### src/rtl/vram_cpu_port.sv
// vram_cpu_port: CPU-side initiator for LSPC VRAM accesses.
// Decodes VRAMADDR / VRAMRW / VRAMMOD strobes, issues write/read requests to
// the VRAM cycle sequencers, applies the post-write modulo increment and holds
// read data for the 68k.
// Optional feature macro: VRAM_RD_PREFETCH_EN (re-read the current word after
// every completed write so CPU_RDATA always tracks the addressed word).
module vram_cpu_port #(
  parameter logic [15:0] MOD_RESET = 16'h0001
) (
  input  logic        CLK_24M,
  input  logic        RESETP,
  input  logic        CPU_WR,
  input  logic        CPU_RD,
  input  logic [1:0]  CPU_REG,
  input  logic [15:0] CPU_DATA,
  output logic [15:0] CPU_RDATA,
  output logic        CPU_BUSY,
  output logic [15:0] VRAM_ADDR,
  output logic        REG_VRAMADDR_MSB,
  output logic [15:0] VRAM_WRITE,
  output logic        nVRAM_WRITE_REQ,
  input  logic        VRAM_WR_ACK,
  output logic        VRAM_RD_REQ,
  input  logic        VRAM_RD_ACK,
  input  logic [15:0] VRAM_LOW_READ,
  input  logic [15:0] VRAM_HIGH_READ,
  output logic [15:0] REG_VRAMMOD
);

`ifdef VRAM_RD_PREFETCH_EN
  localparam logic PREFETCH = 1'b1;
`else
  localparam logic PREFETCH = 1'b0;
`endif

  typedef enum logic [1:0] {S_IDLE, S_WR_WAIT, S_RD_WAIT} state_t;

  state_t      r_state, w_state_next;
  logic [15:0] r_addr, r_mod, r_write, r_rdata;
  logic        r_buf_valid, r_shadow_valid;
  logic [15:0] r_buf_data, r_shadow_addr;

  logic        w_wr_addr, w_wr_rw, w_wr_mod, w_rw_accept;
  logic        w_load_write, w_buf_set, w_buf_clr;
  logic        w_addr_load, w_addr_inc, w_shadow_set, w_shadow_apply;
  logic        w_rdata_load;
  logic [15:0] w_write_data;
  logic        w_unused;

  // CPU_RD only selects the already-held latch; it has no side effects here.
  assign w_unused = CPU_RD;

  assign w_wr_addr   = CPU_WR && (CPU_REG == 2'd0);
  assign w_wr_rw     = CPU_WR && (CPU_REG == 2'd1);
  assign w_wr_mod    = CPU_WR && (CPU_REG == 2'd2);
  // A VRAMRW write while the buffer holds a word is dropped.
  assign w_rw_accept = w_wr_rw && !r_buf_valid;

  assign CPU_RDATA        = r_rdata;
  assign VRAM_ADDR        = r_addr;
  assign REG_VRAMADDR_MSB = r_addr[15];
  assign VRAM_WRITE       = r_write;
  assign REG_VRAMMOD      = r_mod;
  assign nVRAM_WRITE_REQ  = (r_state != S_WR_WAIT);
  assign VRAM_RD_REQ      = (r_state == S_RD_WAIT);
  assign CPU_BUSY         = (r_state == S_WR_WAIT) || r_buf_valid;

  // Next-state and datapath control decode.
  // A VRAMRW strobe landing in the acknowledge cycle is issued straight from
  // CPU_DATA, exactly as if it had already been buffered.
  always_comb begin
    w_state_next   = r_state;
    w_load_write   = 1'b0;
    w_write_data   = r_buf_data;
    w_buf_set      = 1'b0;
    w_buf_clr      = 1'b0;
    w_addr_load    = 1'b0;
    w_addr_inc     = 1'b0;
    w_shadow_set   = 1'b0;
    w_shadow_apply = 1'b0;
    w_rdata_load   = 1'b0;
    case (r_state)
      S_IDLE: begin
        if (w_rw_accept) begin
          w_load_write = 1'b1;
          w_write_data = CPU_DATA;
          w_state_next = S_WR_WAIT;
        end else if (w_wr_addr) begin
          w_addr_load  = 1'b1;
          w_state_next = S_RD_WAIT;
        end
      end
      S_WR_WAIT: begin
        w_shadow_set = w_wr_addr;
        if (VRAM_WR_ACK) begin
          w_addr_inc = 1'b1;
          if (r_buf_valid) begin
            w_load_write = 1'b1;
            w_buf_clr    = 1'b1;
          end else if (w_rw_accept) begin
            w_load_write = 1'b1;
            w_write_data = CPU_DATA;
          end else if (PREFETCH) begin
            w_state_next = S_RD_WAIT;
          end else begin
            w_state_next   = S_IDLE;
            w_shadow_apply = 1'b1;
          end
        end else if (w_rw_accept) begin
          w_buf_set = 1'b1;
        end
      end
      S_RD_WAIT: begin
        w_shadow_set = w_wr_addr;
        if (VRAM_RD_ACK) begin
          w_rdata_load = 1'b1;
          if (r_buf_valid) begin
            w_load_write = 1'b1;
            w_buf_clr    = 1'b1;
            w_state_next = S_WR_WAIT;
          end else if (w_rw_accept) begin
            w_load_write = 1'b1;
            w_write_data = CPU_DATA;
            w_state_next = S_WR_WAIT;
          end else begin
            w_state_next   = S_IDLE;
            w_shadow_apply = 1'b1;
          end
        end else if (w_rw_accept) begin
          w_buf_set = 1'b1;
        end
      end
      default: w_state_next = S_IDLE;
    endcase
  end

  // State register.
  always_ff @(posedge CLK_24M) begin
    if (RESETP) r_state <= S_IDLE;
    else        r_state <= w_state_next;
  end

  // Register file, write buffer and read latch.
  always_ff @(posedge CLK_24M) begin
    if (RESETP) begin
      r_mod       <= MOD_RESET;
      r_write     <= '0;
      r_rdata     <= '0;
      r_buf_valid <= 1'b0;
      r_buf_data  <= '0;
    end else begin
      if (w_wr_mod)     r_mod   <= CPU_DATA;
      if (w_load_write) r_write <= w_write_data;
      if (w_rdata_load) r_rdata <= r_addr[15] ? VRAM_HIGH_READ : VRAM_LOW_READ;
      if (w_buf_set) begin
        r_buf_valid <= 1'b1;
        r_buf_data  <= CPU_DATA;
      end else if (w_buf_clr) begin
        r_buf_valid <= 1'b0;
      end
    end
  end

  // Address register with shadow load; a pending shadow overrides the increment.
  always_ff @(posedge CLK_24M) begin
    if (RESETP) begin
      r_addr         <= '0;
      r_shadow_valid <= 1'b0;
      r_shadow_addr  <= '0;
    end else begin
      if (w_addr_load)
        r_addr <= CPU_DATA;
      else if (w_shadow_apply && w_wr_addr)
        r_addr <= CPU_DATA;
      else if (w_shadow_apply && r_shadow_valid)
        r_addr <= r_shadow_addr;
      else if (w_addr_inc)
        r_addr[14:0] <= r_addr[14:0] + r_mod[14:0];

      if (w_shadow_apply) begin
        r_shadow_valid <= 1'b0;
      end else if (w_shadow_set) begin
        r_shadow_valid <= 1'b1;
        r_shadow_addr  <= CPU_DATA;
      end
    end
  end

endmodule

### config.mk
export PLATFORM = sky130hd
export DESIGN_NAME = vram_cpu_port
export DESIGN_NICKNAME = d
export VERILOG_FILES = /design/src/rtl/vram_cpu_port.sv
export SDC_FILE = /design/constraint.sdc
export NUM_CORES = 1
export LEC_CHECK = 0
export BUFFER_PORTS_ARGS = -buffer_cell sky130_fd_sc_hd__buf_2
export CAP_MARGIN = 30
export CORE_MARGIN = 3
export CORE_UTILIZATION = 53
export CTS_CLUSTER_SIZE = 24
export DETAILED_ROUTE_END_ITERATION = 7
export PLACE_DENSITY_LB_ADDON = 0.12
export SLEW_MARGIN = 10
export SYNTH_ARGS = -nofsm -noshare
export SYNTH_HDL_FRONTEND = slang
export SYNTH_SLANG_ARGS = --single-unit
### constraint.sdc
create_clock -name CLK_24M -period 2.5 [get_ports CLK_24M]
set_input_delay 0 -clock CLK_24M [delete_from_list [all_inputs] [get_ports CLK_24M]]
set_output_delay 0 -clock CLK_24M [all_outputs]
set_load 0.02 [all_outputs]
## Yosys cells after proc, flatten, opt, wreduce, memory -nomap -nowiden

Cells that the tools add are included.

- Multiply operators: 0
- Bitwise gates (word level): 1
- Add/subtract/negate cells: 1
- Div/mod/pow operators: 0
- Equal/unequal tests: 10
- Mux-type cells: 47
- Shifts and indexed selects: 0
- Reduce and logical (&&, ||, !) cells: 17
- Order comparisons: 0

Operators with widths:

| kind | count |
|---|---|
| 16-bit 2-to-1 mux | 7 |
| 16-bit one-hot mux with 3 select lines | 1 |
| 15-bit 2-to-1 mux | 2 |
| 1-bit 2-to-1 mux | 26 |
| 15-bit adder | 1 |
| 2-bit 2-to-1 mux | 6 |
| 1-bit logical AND | 6 |
| 2-bit != test (second input constant) | 3 |
| 1-bit one-hot mux with 2 select lines | 3 |
| 2-bit one-hot mux with 3 select lines | 1 |
| 5-bit AND reduction | 1 |
| 2-bit by 1-bit == test with 1-bit output (second input constant) | 2 |
| 2-bit == test (second input constant) | 2 |
| 2-bit logical NOT | 2 |
| 2-bit by 1-bit != test with 1-bit output (second input constant) | 2 |
| 4-bit nonzero test | 1 |
| 2-bit OR reduction | 2 |
| 3-bit != test (second input constant) | 1 |
| 1-bit one-hot mux with 3 select lines | 1 |
| 3-bit nonzero test | 1 |
| 2-bit AND reduction | 1 |
| 2-bit nonzero test | 1 |
| 1-bit logical NOT | 1 |
| 1-bit logical OR | 1 |
| 1-bit inverter | 1 |

- Memory bits (writable): 0
- Bits of input ports: 56
- Memories: 0
- Memory bits (read-only): 0
- Bits in latches: 0
- Register bits: 100

## Depth between registers and ports, before layout

Gate-level depths: netlist of the first run.

- Depth in word-level cells: 11
- Gate-level depth with buffers: 11
- Mapped depth without buffers: 9

## Least setup slack after synthesis of the first run

OpenSTA, ideal clock, no wires.

- Path type: reg-to-reg
- From: register r_addr[0] (netlist: VRAM_ADDR[0])
- To: register r_addr[12] (netlist: VRAM_ADDR[12])
- Clock period less this slack: 2.349 ns
- Arrival time: 2.282 ns
- Path buffers: 0
- Cell stages (with the launch flop): 10
- Setup slack: 0.151 ns
- Cell sequence: dfxtp_1 > ha_1 > fa_1 > a21o_1 > a221o_1 > a221oi_2 > xnor2_1 > o22ai_2 > o211ai_2 > a21oi_2

- Word-level cells in the longest chain between the ends: 5

RTL lines:

| item | RTL line | source |
|---|---|---|
| start, declared | 39 | `logic [15:0] r_addr, r_mod, r_write, r_rdata;` |
| start signal, assigned | 176 | `r_addr <= r_shadow_addr;` |
| start signal, assigned | 178 | `r_addr[14:0] <= r_addr[14:0] + r_mod[14:0];` |
| 15-bit adder | 178 |  |
| 15-bit 2-to-1 mux | 177 | `else if (w_addr_inc)` |
| 15-bit 2-to-1 mux | 175 | `else if (w_shadow_apply && r_shadow_valid)` |
| 16-bit 2-to-1 mux | 173 | `else if (w_shadow_apply && w_wr_addr)` |
| 16-bit 2-to-1 mux | 171 | `if (w_addr_load)` |

No other way between the ends. The select of a mux whose other input is x is not followed.
A chain may end at the register's enable or synchronous reset.

## Worst setup path after layout of the first run

Ends and elaborated chain as after synthesis.

==> metrics.md, run 1 <==
| Metric | Value |
|---|---|
| Die Wd | `slightly above 100 µm` |
| Final nets | `~820` |
| Post-synth EDFFs | `0` |
| Syn Area/Cell | `roughly 8.5 µm²` |
| Sw Pwr | `between 1.5 and 2 mW` |
| Buffers on Ports | `122` |
| Most frequent cells after synthesis | `100 x dfxtp_1, 92 x nand2_1, 60 x a21oi_1, 60 x nor2_1, 38 x a211oi_1` |
| Ports | `124` |
| Starting DRT DRC Count | `358` |
| Syn_nets | `approximately 650` |
| DRC viols | `0` |
| Finish-stage setup viols | `0` |
| Clock-pin slew on the worst setup and hold paths | `approximately 0.11 ns` |
| Sequential power share | `0.421` |
| Worst vdd ir | `between 0.4 and 0.5 mV` |
| Final Skew | `around 0.013 ns` |
| Worst EP required | `approximately 2.8 ns` |
| HP Class | `in2reg` |
| Worst EP arrival | `2.73 ns` |
| Via count | `just under 5000` |
| Post-place setup slack | `between 0.06 and 0.07 ns` |
| DRT antenna net count | `0` |
| Fmax | `around 410 MHz` |
| Type of the worst setup path | `reg2reg` |
| Hold Vio Cnt, Final | `0` |
| Post-route insts no fill | `approximately 850` |
| Top cells by area, synth | `dfxtp_1 41%, mux2i_1 7.1%, nand2_1 7.0%` |
| Switching portion of total power | `0.380` |
| Post-DP Area | `5610 µm²` |
| Post-synthesis sequential area ratio | `0.407` |
| Netlist cell types | `54` |
| Core Area | `8850 µm²` |
| WL/cell | `around 16 µm` |
| Area growth, synth to finish | `28.3%` |
| Power Density | `roughly 700 nW/µm²` |
| Register bit total from synthesis | `100` |
| Leakage | `about 2.8 nW` |
| R2R cell count | `9` |
| ANT cells | `0` |
| Worst-path cell chain | `ha_2, fa_2, a21o_1, a221o_1, a221oi_2, xnor2_1, o22ai_2, o211ai_2, a21oi_2` |
| Final Instance Area | `~6300 µm²` |
| DP HPWL | `about 9.4 mm` |
| Vias per cell | `around 5.7` |
| Max FO, Critical Path | `5` |
| Die height | `around 100 µm` |
| Routability cong. | `between 0.8 and 0.9` |
| Crit-path slowest cell | `a221o_1` |
| Clock Power Share | `0.213` |
| P_int | `2.80 mW` |
| Synthesis Warnings | `0` |
| Maxcap violations | `0` |
| H-tree depth | `3` |
| Critical path launch point type | `register` |
| Share of cells above drive strength 1 | `0.248` |
| # clock sinks | `100` |
| Placed Cells | `just under 800` |
| Largest net degree at the start of global routing | `56` |
| Fraction of registers with async set/reset | `0` |
| Root Buffer | `clkbuf_8` |
| Post-Syn Instances | `between 500 and 600` |
| Final setup margin | `0.0899 ns` |
| Initial core utilization | `0.556` |
| Count leader, synth | `dfxtp_1` |
| Outcome | `finished, final reports clean` |
| Total CTS buffers | `9` |
| First-pass GRT wire length | `between 20 and 25 mm` |
| Congestion Overflow GR | `0` |
| Synth top area share | `0.407` |
| Rel. slew slack | `0.581` |
| Slew @ Worst Pin | `roughly 0.63 ns` |
| Tmin final | `2.41 ns` |
| Die area | `~10000 µm²` |
| Cell Rows | `34` |
| Combinational share of power | `0.366` |
| Vias in the first global route | `around 4600` |
| First-pass DRT Iterations | `5` |
| CTS tree | `done` |
| Fin crit share | `0.964` |
| Total global-route track usage | `0.264` |
| Crit end category | `register` |
| Synth area leader | `dfxtp_1` |
| Depth of the worst hold-timing path | `3` |
| Ys flop type | `dfxtp_1` |
| Final wirelength | `13.8 mm` |
| Worst-Skew Late Latency | `0.37 ns` |
| Mapped cell area | `roughly 4900 µm²` |
| Max Slew Vio Count | `0` |
| Crit-path max cell delay | `between 0.4 and 0.5 ns` |
| Initial antenna violation count | `0` |
| Clock Path Buffers | `2` |
-- worst paths after layout --
| check | from | to | slack, ns |
|---|---|---|---|
| setup reg to reg | VRAM_ADDR[0] | VRAM_ADDR[12] | 0.09 |
| hold / removal | VRAM_HIGH_READ[10] | CPU_RDATA[10] | 0.005 |
| setup / recovery | VRAM_ADDR[0] | VRAM_ADDR[12] | 0.09 |
| hold reg to reg | r_shadow_addr[15] | r_shadow_addr[15] | 0.46 |
-- layout make-up --
type                       instances  area [µm²]
clock inverter                     7        56.3
fill                             762        2530
tap                              108         135
clock buffer                       9         124
inverter                           8        30.0
sequential                       100        2000
timing repair buffer             192        1260
multi-input combinational        429        2710
-- layer usage --
layer / global-route usage / vias up / routed length [µm]
met5: 0 / - / 0
met1: 0.359 / 2289 / 6260
li1: - / 2389 / -
met2: 0.432 / 154 / 6680
met3: 0.0471 / 19 / 643
met4: 0.0727 / 0 / 253
-- critical path, delay by kind of cell (launching register included) --
kind / cells / cell delay (ns)
AO/OA/AOI/OAI: 6 / 1.34
adder cells (fa/ha/maj): 2 / 0.57
flip-flops: 1 / 0.34
XOR/XNOR: 1 / 0.11
-- power by group through the flow --
| stage | Clock [mW] | Combinational, mW | Sequential [mW] |
|---|---|---|---|
| after floorplan | 0 | 0.913 | 2.10 |
| after global placement | 0 | 1.49 | 1.93 |
| after detailed placement | 0 | 1.52 | 1.94 |
| after CTS | 0.987 | 1.60 | 1.91 |
| after global routing | 1.04 | 1.81 | 1.92 |
| final | 0.961 | 1.65 | 1.90 |
-- placed cells by master (no fill, tap or decap), types with 16 or more instances in the layout --
| master | netlist | routed |
|---|---|---|
| ha_1 | 18 | 16 |
| buf_2 | 14 | 122 |
| nor2_1 | 60 | 59 |
| dfxtp_1 | 100 | 99 |
| a211oi_1 | 38 | 38 |
| nand2_1 | 92 | 92 |
| mux2i_1 | 35 | 34 |
| buf_4 | 3 | 23 |
| a21oi_1 | 60 | 60 |
| dlygate4sd3_1 | 0 | 46 |
| a22oi_1 | 19 | 18 |
-- cell families after synthesis --
logic type,share of synthesized area
flip-flops,0.407
XOR/XNOR,0.0178
AND/OR/NAND/NOR,0.168
adder cells (fa/ha/maj),0.0498
multiplexers,0.0712
AO/OA/AOI/OAI,0.239
buffers and inverters,0.0473
-- flip-flops by register name, indices dropped and copies added, names as in the netlist --
| register | count |
|---|---|
| r_buf_valid | 1 |
| r_shadow_valid | 1 |
| r_shadow_addr | 16 |
| CPU_RDATA | 16 |
| r_state | 2 |
| r_buf_data | 16 |
| REG_VRAMMOD | 16 |
| VRAM_WRITE | 16 |
| VRAM_ADDR | 16 |
-- per-stage QoR --
| step | hold slack (ns) | util | power [mW] | TNS (ns) |
|---|---|---|---|---|
| 6_report | 0.00511 | 0.714 | 4.51 | 0 |
| 3_5_place_dp | 0.305 | 0.634 | 3.46 | 0 |
| 2_1_floorplan | 0.124 | - | 3.01 | 0 |
| 4_1_cts | 0.00341 | 0.706 | 4.49 | 0 |
| 3_3_place_gp | 0.287 | 0.633 | 3.42 | 0 |
| 5_1_grt | 0.0106 | 0.714 | 4.76 | -0.0331 |
-- what timing repair did --
action	in CTS	in global routing
buffers inserted	0	4
hold buffers	46	0
endpoints found under the setup margin	0	15
endpoints found under the hold margin	64	0
gates resized for setup	0	7
Power figures use the tool's default switching activity.
==> inputs of run 2 (changes only) <==
--- a/config.mk
+++ b/config.mk
@@ -12,6 +12,7 @@
 export CTS_CLUSTER_SIZE = 24
 export DETAILED_ROUTE_END_ITERATION = 7
 export PLACE_DENSITY_LB_ADDON = 0.12
+export SETUP_SLACK_MARGIN = 0.1
 export SLEW_MARGIN = 10
 export SYNTH_ARGS = -nofsm -noshare
 export SYNTH_HDL_FRONTEND = slang
==> run 2 against run 1 <==
Net effect: sequential power is essentially flat; core utilization grew 0.45 points; global-route usage is the same; clock power grew 0.5%; first-iteration DRC count shrank 7.3%; critical path type unchanged; highest routed layer unchanged.
==> metrics.md, run 2 (same netlist as run 1, synthesis figures left out) <==
| Metric | Value |
|---|---|
| Total global-route track usage | `0.264` |
| Slew @ Worst Pin | `about 0.60 ns` |
| Die Wd | `~100 µm` |
| Clock Path Buffers | `2` |
| Critical path launch point type | `register` |
| Outcome | `finished, final reports clean` |
| Hold Vio Cnt, Final | `0` |
| Fin crit share | `0.923` |
| Initial core utilization | `0.556` |
| Worst EP required | `2.72 ns` |
| Total CTS buffers | `9` |
| DRC viols | `0` |
| # clock sinks | `100` |
| Pwr Total | `4.54 mW` |
| DRT antenna net count | `0` |
| Core Util, Final | `0.718` |
| Initial antenna violation count | `0` |
| Rel. slew slack | `0.598` |
| Final wirelength | `around 14 mm` |
| Clock-pin slew on the worst setup and hold paths | `0.10 ns` |
| Die area | `between 10000 and 15000 µm²` |
| Crit end category | `register` |
| H-tree depth | `3` |
| Worst-Skew Late Latency | `between 0.3 and 0.4 ns` |
| Fmax | `~430 MHz` |
| Area growth, synth to finish | `29.1%` |
| Buffers on Ports | `122` |
| Cell Rows | `34` |
| Leakage | `2.79 nW` |
| Vias per cell | `between 5 and 6` |
| Worst EP arrival | `roughly 2.5 ns` |
| Via count | `~4800` |
| WL/cell | `around 16 µm` |
| Maxcap violations | `0` |
| ANT cells | `0` |
| DP HPWL | `around 9.4 mm` |
| First-pass DRT Iterations | `5` |
| HP Class | `in2reg` |
| Core Area | `approximately 9000 µm²` |
| Commonest cells after routing, fill and taps aside | `122 x buf_2, 97 x dfxtp_1, 92 x nand2_1` |
| Root Buffer | `clkbuf_8` |
| Die height | `slightly above 100 µm` |
| Vias in the first global route | `roughly 4600` |
| Fin Setup TNS | `0 ns` |
| Max Slew Vio Count | `0` |
| Most common cell after layout, fill and taps aside | `buf_2` |
| Final nets | `approximately 820` |
| Power Density | `between 700 and 800 nW/µm²` |
| Finish-stage setup viols | `0` |
| Tmin final | `between 2 and 2.5 ns` |
| Worst vdd ir | `0.428 mV` |
| Final Skew | `roughly 0.014 ns` |
| RSZ-0062 raised after global routing | `yes` |
| Ports | `~120` |
| CTS tree | `done` |
| Starting DRT DRC Count | `around 330` |
| Max FO, Critical Path | `5` |
| First-pass GRT wire length | `about 22 mm` |
| Routability cong. | `between 0.8 and 0.9` |
| Type of the worst setup path | `reg2reg` |
| Share of cells above drive strength 1 | `0.256` |
| Largest net degree at the start of global routing | `56` |
| Congestion Overflow GR | `0` |
==> run 2: changes by cell type in the layout (fill, tap and decap cells not counted), moves of 2 or more <==
cell | before | now
buf_4 | 23 | 21
buf_6 | 0 | 3
dfxtp_1 | 99 | 97
dfxtp_2 | 1 | 3
==> run 2: metrics by stage <==
stage | cell area (µm²) | instances | worst slack (ns) | hold WS, ns
floorplan | 4920 | 579 | 0.151 | 0.124
global placement | 5600 | 785 | 0.0872 | 0.287
detailed placement | 5610 | 786 | 0.0698 | 0.305
CTS | 6250 | 848 | 0.112 | 0.00341
global route | 6350 | 854 | 0.0740 | 0.0106
finish | 6350 | 854 | 0.193 | 0.00460
==> run 2: routing by layer <==
layer	part of all wire	track usage	vias up
li1	-	-	2391
met1	0.44	0.359	2275
met5	0	0	-
met3	0.057	0.0471	21
met4	0.019	0.0727	0
met2	0.48	0.432	144
==> run 2: worst max-delay path, stage by stage (launching register included) <==
cell and delay [ns]:
dfxtp_2 0.36, ha_4 0.17, fa_2 0.36, a21o_1 0.18, a221o_1 0.39, a22oi_2 0.20
o21ai_2 0.07, a21oi_2 0.16, mux2i_1 0.19, a211oi_1 0.08
==> run 2: power by group <==
part	total [mW]	internal (mW)	leakage [nW]	switching [mW]
Combinational	1.67	0.659	1.89	1.02
Clock	0.966	0.375	0.0906	0.592
Sequential	1.90	1.78	0.812	0.122
==> run 2: timing repair <==
action / in CTS / in global routing
gates resized for setup: 2 / 14
endpoints found under the hold margin: 64 / 0
buffers inserted: 0 / 5
pin swaps: 3 / 7
hold buffers: 46 / 0
setup endpoints to repair: 2 / 30
==> run 2: cell type report <==
type	instances	area, µm²
Clock buffer	9	124
Timing Repair Buffer	193	1280
Sequential cell	100	2010
Multi-Input combinational cell	429	2730
Clock inverter	7	56.3
Fill cell	756	2490
Tap cell	108	135
Inverter	8	30.0
==> run 2: worst paths after layout <==
kind / from / end / slack [ns] / depth (start not counted)
worst max-delay path: VRAM_ADDR[0] / VRAM_ADDR[14] / 0.19 / 9
worst min-delay path: VRAM_HIGH_READ[10] / CPU_RDATA[10] / 0.005 / 3
worst max register to register: VRAM_ADDR[0] / VRAM_ADDR[14] / 0.19 / 9
worst min register to register: r_shadow_addr[15] / r_shadow_addr[15] / 0.46 / 2
